--- config.mk ---
export PLATFORM = sky130hd
export DESIGN_NAME = uart_tx_mmio
export DESIGN_NICKNAME = d
export VERILOG_FILES = /design/src/rtl/uart_tx_mmio.sv
export SDC_FILE = /design/constraint.sdc
export NUM_CORES = 1
export LEC_CHECK = 0
export ABC_AREA = 1
export BUFFER_PORTS_ARGS = -buffer_cell sky130_fd_sc_hd__buf_4
export CAP_MARGIN = 40
export CORE_MARGIN = 4
export CORE_UTILIZATION = 45
export CTS_CLUSTER_DIAMETER = 80
export DETAILED_ROUTE_END_ITERATION = 8
export PLACE_DENSITY_LB_ADDON = 0.08
export SYNTH_ARGS = -nofsm -noshare
export SYNTH_HDL_FRONTEND = slang
export SYNTH_SLANG_ARGS = --single-unit
--- constraint.sdc ---
create_clock -name clk -period 5.3 [get_ports clk]
set_input_delay 1.06 -clock clk [delete_from_list [all_inputs] [get_ports clk]]
set_output_delay 1.06 -clock clk [all_outputs]
set_load 0.02 [all_outputs]
--- src/rtl/uart_tx_mmio.sv ---
// -----------------------------------------------------------------------------
// uart_tx_mmio
//
// Memory-mapped 8N1 UART transmitter for the single-cycle MIPS data-memory
// port. Stores into the 16-byte window push bytes into a small TX FIFO. A
// serializer drains the FIFO onto a registered serial line. Loads return
// status combinationally, so a load completes in the same cycle.
//
// Register map (a[3:2], only while sel is high; a[1:0] ignored):
//   0 TXDATA  write pushes wd[7:0]; reads 0
//   1 STATUS  {24'b0, count[3:0], 1'b0, busy, empty, full}; read-only
//   2 DROPS   reads the 8-bit saturating drop count; any write clears it
//   3 unused  reads 0; writes ignored
//
// Ports:
//   clk    in   1   single clock, rising edge
//   reset  in   1   synchronous, active-high
//   we     in   1   store strobe (MemWrite)
//   a      in  32   byte address (ALUResult)
//   wd     in  32   store data (WriteData)
//   rd     out 32   combinational read data, 0 when sel is low
//   sel    out  1   combinational window select
//   tx     out  1   registered serial line, idles high
// -----------------------------------------------------------------------------
module uart_tx_mmio #(
    parameter int          CLKS_PER_BIT = 16,
    parameter int          FIFO_DEPTH   = 4,
    parameter logic [31:0] BASE_ADDR    = 32'hFFFF_0000
) (
    input  logic        clk,
    input  logic        reset,
    input  logic        we,
    input  logic [31:0] a,
    input  logic [31:0] wd,
    output logic [31:0] rd,
    output logic        sel,
    output logic        tx
);

    localparam int               PTR_W     = $clog2(FIFO_DEPTH);
    localparam int               CNT_W     = PTR_W + 1;
    localparam logic [15:0]      BAUD_LAST = 16'(CLKS_PER_BIT - 1);
    localparam logic [CNT_W-1:0] CNT_FULL  = CNT_W'(FIFO_DEPTH);

    typedef enum logic [1:0] {
        S_IDLE,
        S_START,
        S_DATA,
        S_STOP
    } state_t;

    // Serializer state
    state_t           r_state;
    logic [15:0]      r_baud;
    logic [2:0]       r_bit;
    logic [7:0]       r_shift;
    logic             r_tx;

    // FIFO state
    logic [7:0]       r_mem [FIFO_DEPTH];
    logic [PTR_W-1:0] r_rd_ptr;
    logic [PTR_W-1:0] r_wr_ptr;
    logic [CNT_W-1:0] r_count;

    logic [7:0]       r_drops;

    // Decode and next-state signals
    logic             w_sel;
    logic             w_wr_txdata;
    logic             w_wr_drops;
    logic             w_full;
    logic             w_empty;
    logic             w_busy;
    logic             w_push;
    logic             w_drop;
    logic             w_pop;
    logic             w_baud_last;
    state_t           w_state_nxt;
    logic [15:0]      w_baud_nxt;
    logic [2:0]       w_bit_nxt;
    logic [7:0]       w_shift_nxt;
    logic             w_tx_nxt;
    logic [3:0]       w_count4;
    logic             w_unused;

    assign w_sel       = (a[31:4] == BASE_ADDR[31:4]);
    assign w_wr_txdata = we && w_sel && (a[3:2] == 2'd0);
    assign w_wr_drops  = we && w_sel && (a[3:2] == 2'd2);
    assign w_full      = (r_count == CNT_FULL);
    assign w_empty     = (r_count == '0);
    assign w_busy      = (r_state != S_IDLE);
    assign w_baud_last = (r_baud == BAUD_LAST);

    // A full FIFO drops the write even when a pop frees a slot this cycle:
    // the decision only looks at the count before the edge.
    assign w_push = w_wr_txdata && !w_full && !reset;
    assign w_drop = w_wr_txdata && w_full;

    // Low address bits and upper store-data bits carry no meaning here.
    assign w_unused = &{1'b0, a[1:0], wd[31:8]};

    // -------------------------------------------------------------------------
    // Serializer next state. tx is registered from the current state, so the
    // line lags the state by one cycle; frames stay adjacent because every
    // state transition is delayed by the same amount.
    // -------------------------------------------------------------------------
    always_comb begin
        // NOTE: every output of this block gets a default first, so no path
        // leaves a signal unassigned and no latch is inferred.
        w_state_nxt = r_state;
        w_baud_nxt  = r_baud;
        w_bit_nxt   = r_bit;
        w_shift_nxt = r_shift;
        w_tx_nxt    = 1'b1;
        w_pop       = 1'b0;

        unique case (r_state)
            S_IDLE: begin
                w_tx_nxt = 1'b1;
                if (!w_empty) begin
                    w_pop       = 1'b1;
                    w_shift_nxt = r_mem[r_rd_ptr];
                    w_baud_nxt  = '0;
                    w_state_nxt = S_START;
                end
            end
            S_START: begin
                w_tx_nxt = 1'b0;
                if (w_baud_last) begin
                    w_baud_nxt  = '0;
                    w_bit_nxt   = '0;
                    w_state_nxt = S_DATA;
                end else begin
                    w_baud_nxt = r_baud + 16'd1;
                end
            end
            S_DATA: begin
                w_tx_nxt = r_shift[0];
                if (w_baud_last) begin
                    w_baud_nxt  = '0;
                    w_shift_nxt = {1'b0, r_shift[7:1]};
                    if (r_bit == 3'd7) begin
                        w_bit_nxt   = '0;
                        w_state_nxt = S_STOP;
                    end else begin
                        w_bit_nxt = r_bit + 3'd1;
                    end
                end else begin
                    w_baud_nxt = r_baud + 16'd1;
                end
            end
            S_STOP: begin
                w_tx_nxt = 1'b1;
                if (w_baud_last) begin
                    w_baud_nxt = '0;
                    // Chain straight into the next start bit when data waits.
                    if (!w_empty) begin
                        w_pop       = 1'b1;
                        w_shift_nxt = r_mem[r_rd_ptr];
                        w_state_nxt = S_START;
                    end else begin
                        w_state_nxt = S_IDLE;
                    end
                end else begin
                    w_baud_nxt = r_baud + 16'd1;
                end
            end
            default: w_state_nxt = S_IDLE;
        endcase
    end

    // -------------------------------------------------------------------------
    // State registers
    // -------------------------------------------------------------------------
    always_ff @(posedge clk) begin
        // NOTE: sequential state uses non-blocking assignments so every
        // register samples the pre-edge values regardless of statement order.
        if (reset) begin
            r_state  <= S_IDLE;
            r_baud   <= '0;
            r_bit    <= '0;
            r_shift  <= '0;
            r_tx     <= 1'b1;
            r_rd_ptr <= '0;
            r_wr_ptr <= '0;
            r_count  <= '0;
            r_drops  <= '0;
        end else begin
            r_state <= w_state_nxt;
            r_baud  <= w_baud_nxt;
            r_bit   <= w_bit_nxt;
            r_shift <= w_shift_nxt;
            r_tx    <= w_tx_nxt;

            if (w_push) begin
                r_wr_ptr <= r_wr_ptr + PTR_W'(1);
            end
            if (w_pop) begin
                r_rd_ptr <= r_rd_ptr + PTR_W'(1);
            end

            // Push and pop in the same cycle leave the count unchanged.
            unique case ({w_push, w_pop})
                2'b10:   r_count <= r_count + CNT_W'(1);
                2'b01:   r_count <= r_count - CNT_W'(1);
                default: r_count <= r_count;
            endcase

            if (w_wr_drops) begin
                r_drops <= '0;
            end else if (w_drop && (r_drops != 8'hFF)) begin
                r_drops <= r_drops + 8'd1;
            end
        end
    end

    // NOTE: the FIFO storage has no reset; the pointers and count define
    // which entries are valid, so stale contents are never observed.
    always_ff @(posedge clk) begin
        if (w_push) begin
            r_mem[r_wr_ptr] <= wd[7:0];
        end
    end

    // -------------------------------------------------------------------------
    // Read path, purely combinational from the address and current state
    // -------------------------------------------------------------------------
    assign w_count4 = 4'(r_count);

    always_comb begin
        rd = '0;
        if (w_sel) begin
            unique case (a[3:2])
                2'd1:    rd = {24'd0, w_count4, 1'b0, w_busy, w_empty, w_full};
                2'd2:    rd = {24'd0, r_drops};
                default: rd = '0;
            endcase
        end
    end

    assign sel = w_sel;
    assign tx  = r_tx;

endmodule

# ---- Yosys cells after proc, flatten, opt, wreduce, memory -nomap -nowiden
# Memories as Yosys holds them, arrays and structs flattened. A register that Yosys moved wholly into a read port is not among the register bits.
# Index checks and enable logic that the tools add are counted.
dict set report totals {
  ff_bits 45
  elab_cells 85
  ram_bits 32
  inputBits 67
  mem_count 1
  out_inout_bits 34
}
# name words word_bits rd rd_ports_with_merged_regs wr line
set mem_list {}
lappend mem_list {r_mem 4 8 1 1 1 60} ;# logic [7:0] r_mem [FIFO_DEPTH];
dict set report classes {
  eq_ne 17
  reduce_logical 22
  n_addsub 7
  mux 29
}
# operator n
set ops {}
lappend ops {{16-bit 2-to-1 mux} 2}
lappend ops {{8-bit 2-to-1 mux} 4}
lappend ops {{16-bit one-hot mux with 2 select lines} 1}
lappend ops {{28-bit == test (second input constant)} 1}
lappend ops {{8-bit one-hot mux with 3 select lines} 1}
lappend ops {{16-bit by 1-bit adder with 16-bit output (second input constant)} 1}
lappend ops {{16-bit by 4-bit == test with 1-bit output (second input constant)} 1}
lappend ops {{8-bit one-hot mux with 2 select lines} 1}
lappend ops {{2-bit 2-to-1 mux} 7}
lappend ops {{3-bit one-hot mux with 2 select lines} 2}
lappend ops {{2-bit inequality test (second input constant)} 5}
lappend ops {{3-bit 2-to-1 mux} 3}
lappend ops {{8-bit by 1-bit adder with 8-bit output (second input constant)} 1}
lappend ops {{2-bit == test (second input constant)} 4}
lappend ops {{8-bit inequality test (second input constant)} 1}
lappend ops {{2-bit one-hot mux with 4 select lines} 1}
lappend ops {{1-bit logical AND} 7}
lappend ops {{3-bit by 1-bit adder with 3-bit output (second input constant)} 2}
lappend ops {{2-bit by 1-bit == test with 1-bit output (second input constant)} 3}
lappend ops {{3-bit == test (second input constant)} 2}
lappend ops {{3-bit AND reduction} 2}
lappend ops {{2-bit nonzero test} 3}
lappend ops {{1-bit 2-to-1 mux} 5}
lappend ops {{5-bit AND reduction} 1}
lappend ops {{other kinds (10)} 14}

# ---- Logic depth before layout (Yosys ltp)
dict set report logic_depth {
  depth_word 7
  depth_mapped 16
  ltp_nobuf 16
}

# ---- Least setup slack after synthesis
# No wires, ideal clock.
dict set report synth_path {
  path_type {input-to-output}
  start {input port a[11]}
  end {output port rd[0]}
  cell_stages 7
  setup_slack_ns 2.134
  t_arrival_ns 2.106
  n_path_buf 0
  t_required_ns 4.240
  cell_sequence {nor2_1 > nand2_1 > nor2_1 > nand2_1 > nor2_4 > nand2_1 > a21oi_1}
}
dict set report synth_between {
  elab_chain_len 2
}
# item line
set synth_lines {}
lappend synth_lines {{from (decl)} 33} ;# input logic [31:0] a,
lappend synth_lines {{28-bit == test} 86} ;# assign w_sel = (a[31:4] == BASE_ADDR[31:4]);
lappend synth_lines {{via sel} 36} ;# output logic sel,
lappend synth_lines {{8-bit 2-to-1 mux} 232} ;# if (w_sel) begin
lappend synth_lines {{to (decl)} 35} ;# output logic [31:0] rd,
# The timed path passes the listed nets, and every way through them passes these cells.

# ---- Worst setup path after layout
dict set report layout_path {
  start {input port a[13]}
  end {output port rd[1]}
}
dict set report layout_between {
  elab_chain_len 2
}
# item line
set layout_lines {}
lappend layout_lines {{28-bit == test} 86}
lappend layout_lines {{8-bit 2-to-1 mux} 232}
# No other way between the ends.

==> results.txt <==
----------------------------------------------------
[Routing]
  Initial DRC count ... 140
  Via count of the routed design ... 3,238
  Detailed-route wire length per cell ... roughly 12 um
  Number of DRC violations after detailed routing ... 0
  Vias per cell ... 4.86
  Final antenna-violating net count ... 0
  Total wirelength of the detailed-routed design ... 8120 um
  First-pass iteration count of the detailed router ... 4

[Clock tree]
  Sinks on Clock Net ... 79
  Total CTS buffers ... 9
  Clock tree from TritonCTS ... yes
  Number of levels the H-tree was split into ... 3
  Clock Tree Buf Depth ... 2
  Number of hold buffers added after CTS ... 0
  Root buf cell ... sky130_fd_sc_hd__clkbuf_8
  Clock-pin transition on the worst setup and hold timing paths ... roughly 0.080 ns
  Source-to-sink clock delay at the later pin of the worst-skew pair ... 0.36 ns
  Post-cts repair resize count ... 0
  Post-CTS Setup Repair Bufs ... 0

[STA]
  Final number of hold-violating endpoints ... 0
  Relative max-transition margin ... 0.419
  Number of max-slew violations in the final report ... 0
  Final critical-path share of the clock period ... 0.621
  Worst setup skew after layout ... 0.0167 ns
  Accumulated negative setup slack ... 0 ns
  Finish-stage setup viols ... 0
  FMAX ... 0.304 GHz
  RSZ-0062 raised after global routing ... false
  Worst Max-Slew Pin Slew ... 0.869 ns
  Post-layout minimum cycle time ... 3.29 ns

[Synthesis]
  Netlist cell types ... 41
  Portion of the post-synthesis area used by sequential elements ... 0.453
  Flip-flop cell with the highest count after synthesis ... sky130_fd_sc_hd__dfxtp_1
  Cell count after synthesis ... 498
  Number of synthesis warnings ... 0
  Share of synthesized registers carrying an async set or reset ... 0
  Count leader, synth ... sky130_fd_sc_hd__nor2_1
  Leading post-synthesis cells by instance count ... sky130_fd_sc_hd__nor2_1, sky130_fd_sc_hd__nand2_1, sky130_fd_sc_hd__inv_1, sky130_fd_sc_hd__dfxtp_1, sky130_fd_sc_hd__a21oi_1
  Average size of a mapped cell ... 8.44 sq um
  Count of state elements after synthesis ... 79
  Post-Syn Area ... 4200 sq um
  EDFF count, synth ... 32
  Library cell with the largest summed area after synthesis ... sky130_fd_sc_hd__edfxtp_1
  Share of Yosys cell area claimed by the top area cell type ... 0.229
  Dominant cells by area after synthesis ... sky130_fd_sc_hd__edfxtp_1, sky130_fd_sc_hd__dfxtp_1, sky130_fd_sc_hd__nor2_1

[Final layout]
  Area added between synthesis and finish ... 14.2%
  Util after Layout ... 0.524
  Post-layout net count ... ~640
  Proportion of layout cells with a drive suffix above 1 ... 0.184
  Count of inserted antenna diode cells ... 0

[Power and ir drop]
  Total power after layout ... 1.54 mW
  Power density relative to cell area ... around 320 nW/um^2
  Leakage power ... between 1.5 and 2 nW
  VDD IR max ... ~0.17 mV

[Worst setup path]
  Data required, critical path ... 4.24 ns
  Critical Path Start Type ... input port
  Launch instance of the worst register-to-register path ... r_baud[0]
  Arrival time at the worst endpoint ... ~2.2 ns
  Origin of the worst setup path ... a[13]
  Worst r2r path cells ... 14
  Register-to-Register Setup Slack ... 2.89 ns
  Capturing element type of the critical path ... primary output
  Critical path type ... in -> out
  Worst-path fanout max ... 6
  Terminus of the critical flop-to-flop path ... r_count[2]

[Floorplanning]
  Floorplan die height ... 105 um
  Initial Utilization ... 0.459
  Die Area ... around 11,000 sq um
  Core Box Area ... a little over 9000 sq um
  Count of boundary I/O pins ... 101
  Die width ... 105 um
  Site Rows ... 35

[Worst hold path]
  HP Class ... reg -> reg
  Hold endpoint ... r_bit[2]
  Startpoint of the tightest hold check path ... r_bit[2]
  Count of cells along the worst hold path ... 2

[Flow run]
  Max cap viols ... 0

[GRT]
  First-pass GRT wire length ... 13,700 um
  Overall track demand over capacity in global routing ... 0.153
  Number of antenna violations at the first check in global routing ... 0
  Maximum number of pins on one net before global-route repair ... 19
  Via count of the first global-routing pass ... 3,050
  Residual overflow from global routing ... 0

[Placement]
  Placer congestion estimate ... between 0.8 and 0.9
  Count of input and output buffers ... 50
  Detailed Place HPWL ... 6030 um

[Status]
  Run status ... completed

----------------------------------------------------
==> cell usage in the layout, fill, tap and decap left out, drive strengths merged <==
master  netlist  routed
a21oi        46      46
a22oi         1       1
and3          2       2
buf          31      52
bufinv        0       2
clkbuf        3       9
clkinv        1       1
conb          1      24
dfxtp        47      47
edfxtp       32      32
fa            1       1
ha           18      18
inv          58      63
mux2i         7       7
nand2        79      79
nand3        20      20
nand4         4       4
nor2         87      87
nor3          9       9
nor3b         1       1
o21ai        33      33
o32ai         8       8
xnor2         2       2
xor2          7       7
==> worst max path at each step <==
stage | end | cells after the start
after floorplan | rd[0] | 7
after global placement | rd[1] | 9
after detailed placement | rd[1] | 9
after CTS | rd[1] | 9
after global routing | rd[1] | 9
final | rd[1] | 9
==> registers in the layout, indices dropped and copies added (netlist names), named ones only <==
signal    cells
r_rd_ptr      2
r_baud       16
r_drops       8
r_count       3
r_mem        32
r_shift       8
tx            1
r_wr_ptr      2
r_state       2
r_bit         3
==> per-stage QoR <==
| stage | worst slack, ns | cell area, sq um | cells | hold WS, ns |
|---|---|---|---|---|
| 6_report | 2.01 | 4800 | 666 | 0.476 |
| 5_1_grt | 1.84 | 4800 | 666 | 0.496 |
| 3_5_place_dp | 1.97 | 4570 | 650 | 0.464 |
| 4_1_cts | 1.96 | 4800 | 666 | 0.479 |
| 2_1_floorplan | 2.13 | 4290 | 521 | 0.441 |
| 3_3_place_gp | 1.99 | 4550 | 648 | 0.454 |
==> critical path, cell delays in order <==
cell and delay [ns]:
sky130_fd_sc_hd__buf_4 0.11, sky130_fd_sc_hd__nor2_1 0.10, sky130_fd_sc_hd__nand2_1 0.06, sky130_fd_sc_hd__nor2_1 0.11, sky130_fd_sc_hd__nand2_1 0.11, sky130_fd_sc_hd__nor2_4 0.16, sky130_fd_sc_hd__nand2_1 0.17, sky130_fd_sc_hd__a21oi_1 0.19
sky130_fd_sc_hd__buf_4 0.17
==> power breakdown <==
group	switching (mW)	internal, mW	total, mW
Combinational	0.226	0.119	0.345
Sequential	0.0220	0.662	0.684
Clock	0.241	0.275	0.516
==> cell type report <==
| class | instances | area, sq um |
|---|---|---|
| Fill cell | 867 | 4350 |
| Multi-Input combinational cell | 349 | 1910 |
| Sequential cell | 79 | 1900 |
| Timing Repair Buffer | 52 | 390 |
| Inverter | 59 | 224 |
| Tap cell | 111 | 139 |
| Clock buffer | 9 | 124 |
| Clock inverter | 7 | 106 |
==> routing by layer <==
| metal | up-vias | global-route usage | share of wire |
|---|---|---|---|
| met5 | - | 0 | 0 |
| met4 | 0 | 0.0422 | 0.0055 |
| met3 | 9 | 0.0482 | 0.060 |
| met2 | 82 | 0.246 | 0.46 |
| met1 | 1456 | 0.199 | 0.48 |
| li1 | 1691 | - | - |
==> kinds of logic (layout without fill, tap and decap cells) <==
family | after synthesis | count (layout) | synth area share
compound gates | 88 | 88 | 0.124
xor+xnor | 9 | 9 | 0.0188
fa+ha+maj | 19 | 19 | 0.0584
buf+inv | 93 | 127 | 0.113
flops | 79 | 79 | 0.453
mux | 7 | 7 | 0.0167
other cells | 1 | 24 | 0.000892
simple gates | 202 | 202 | 0.216
Power figures use the tool's default switching activity.
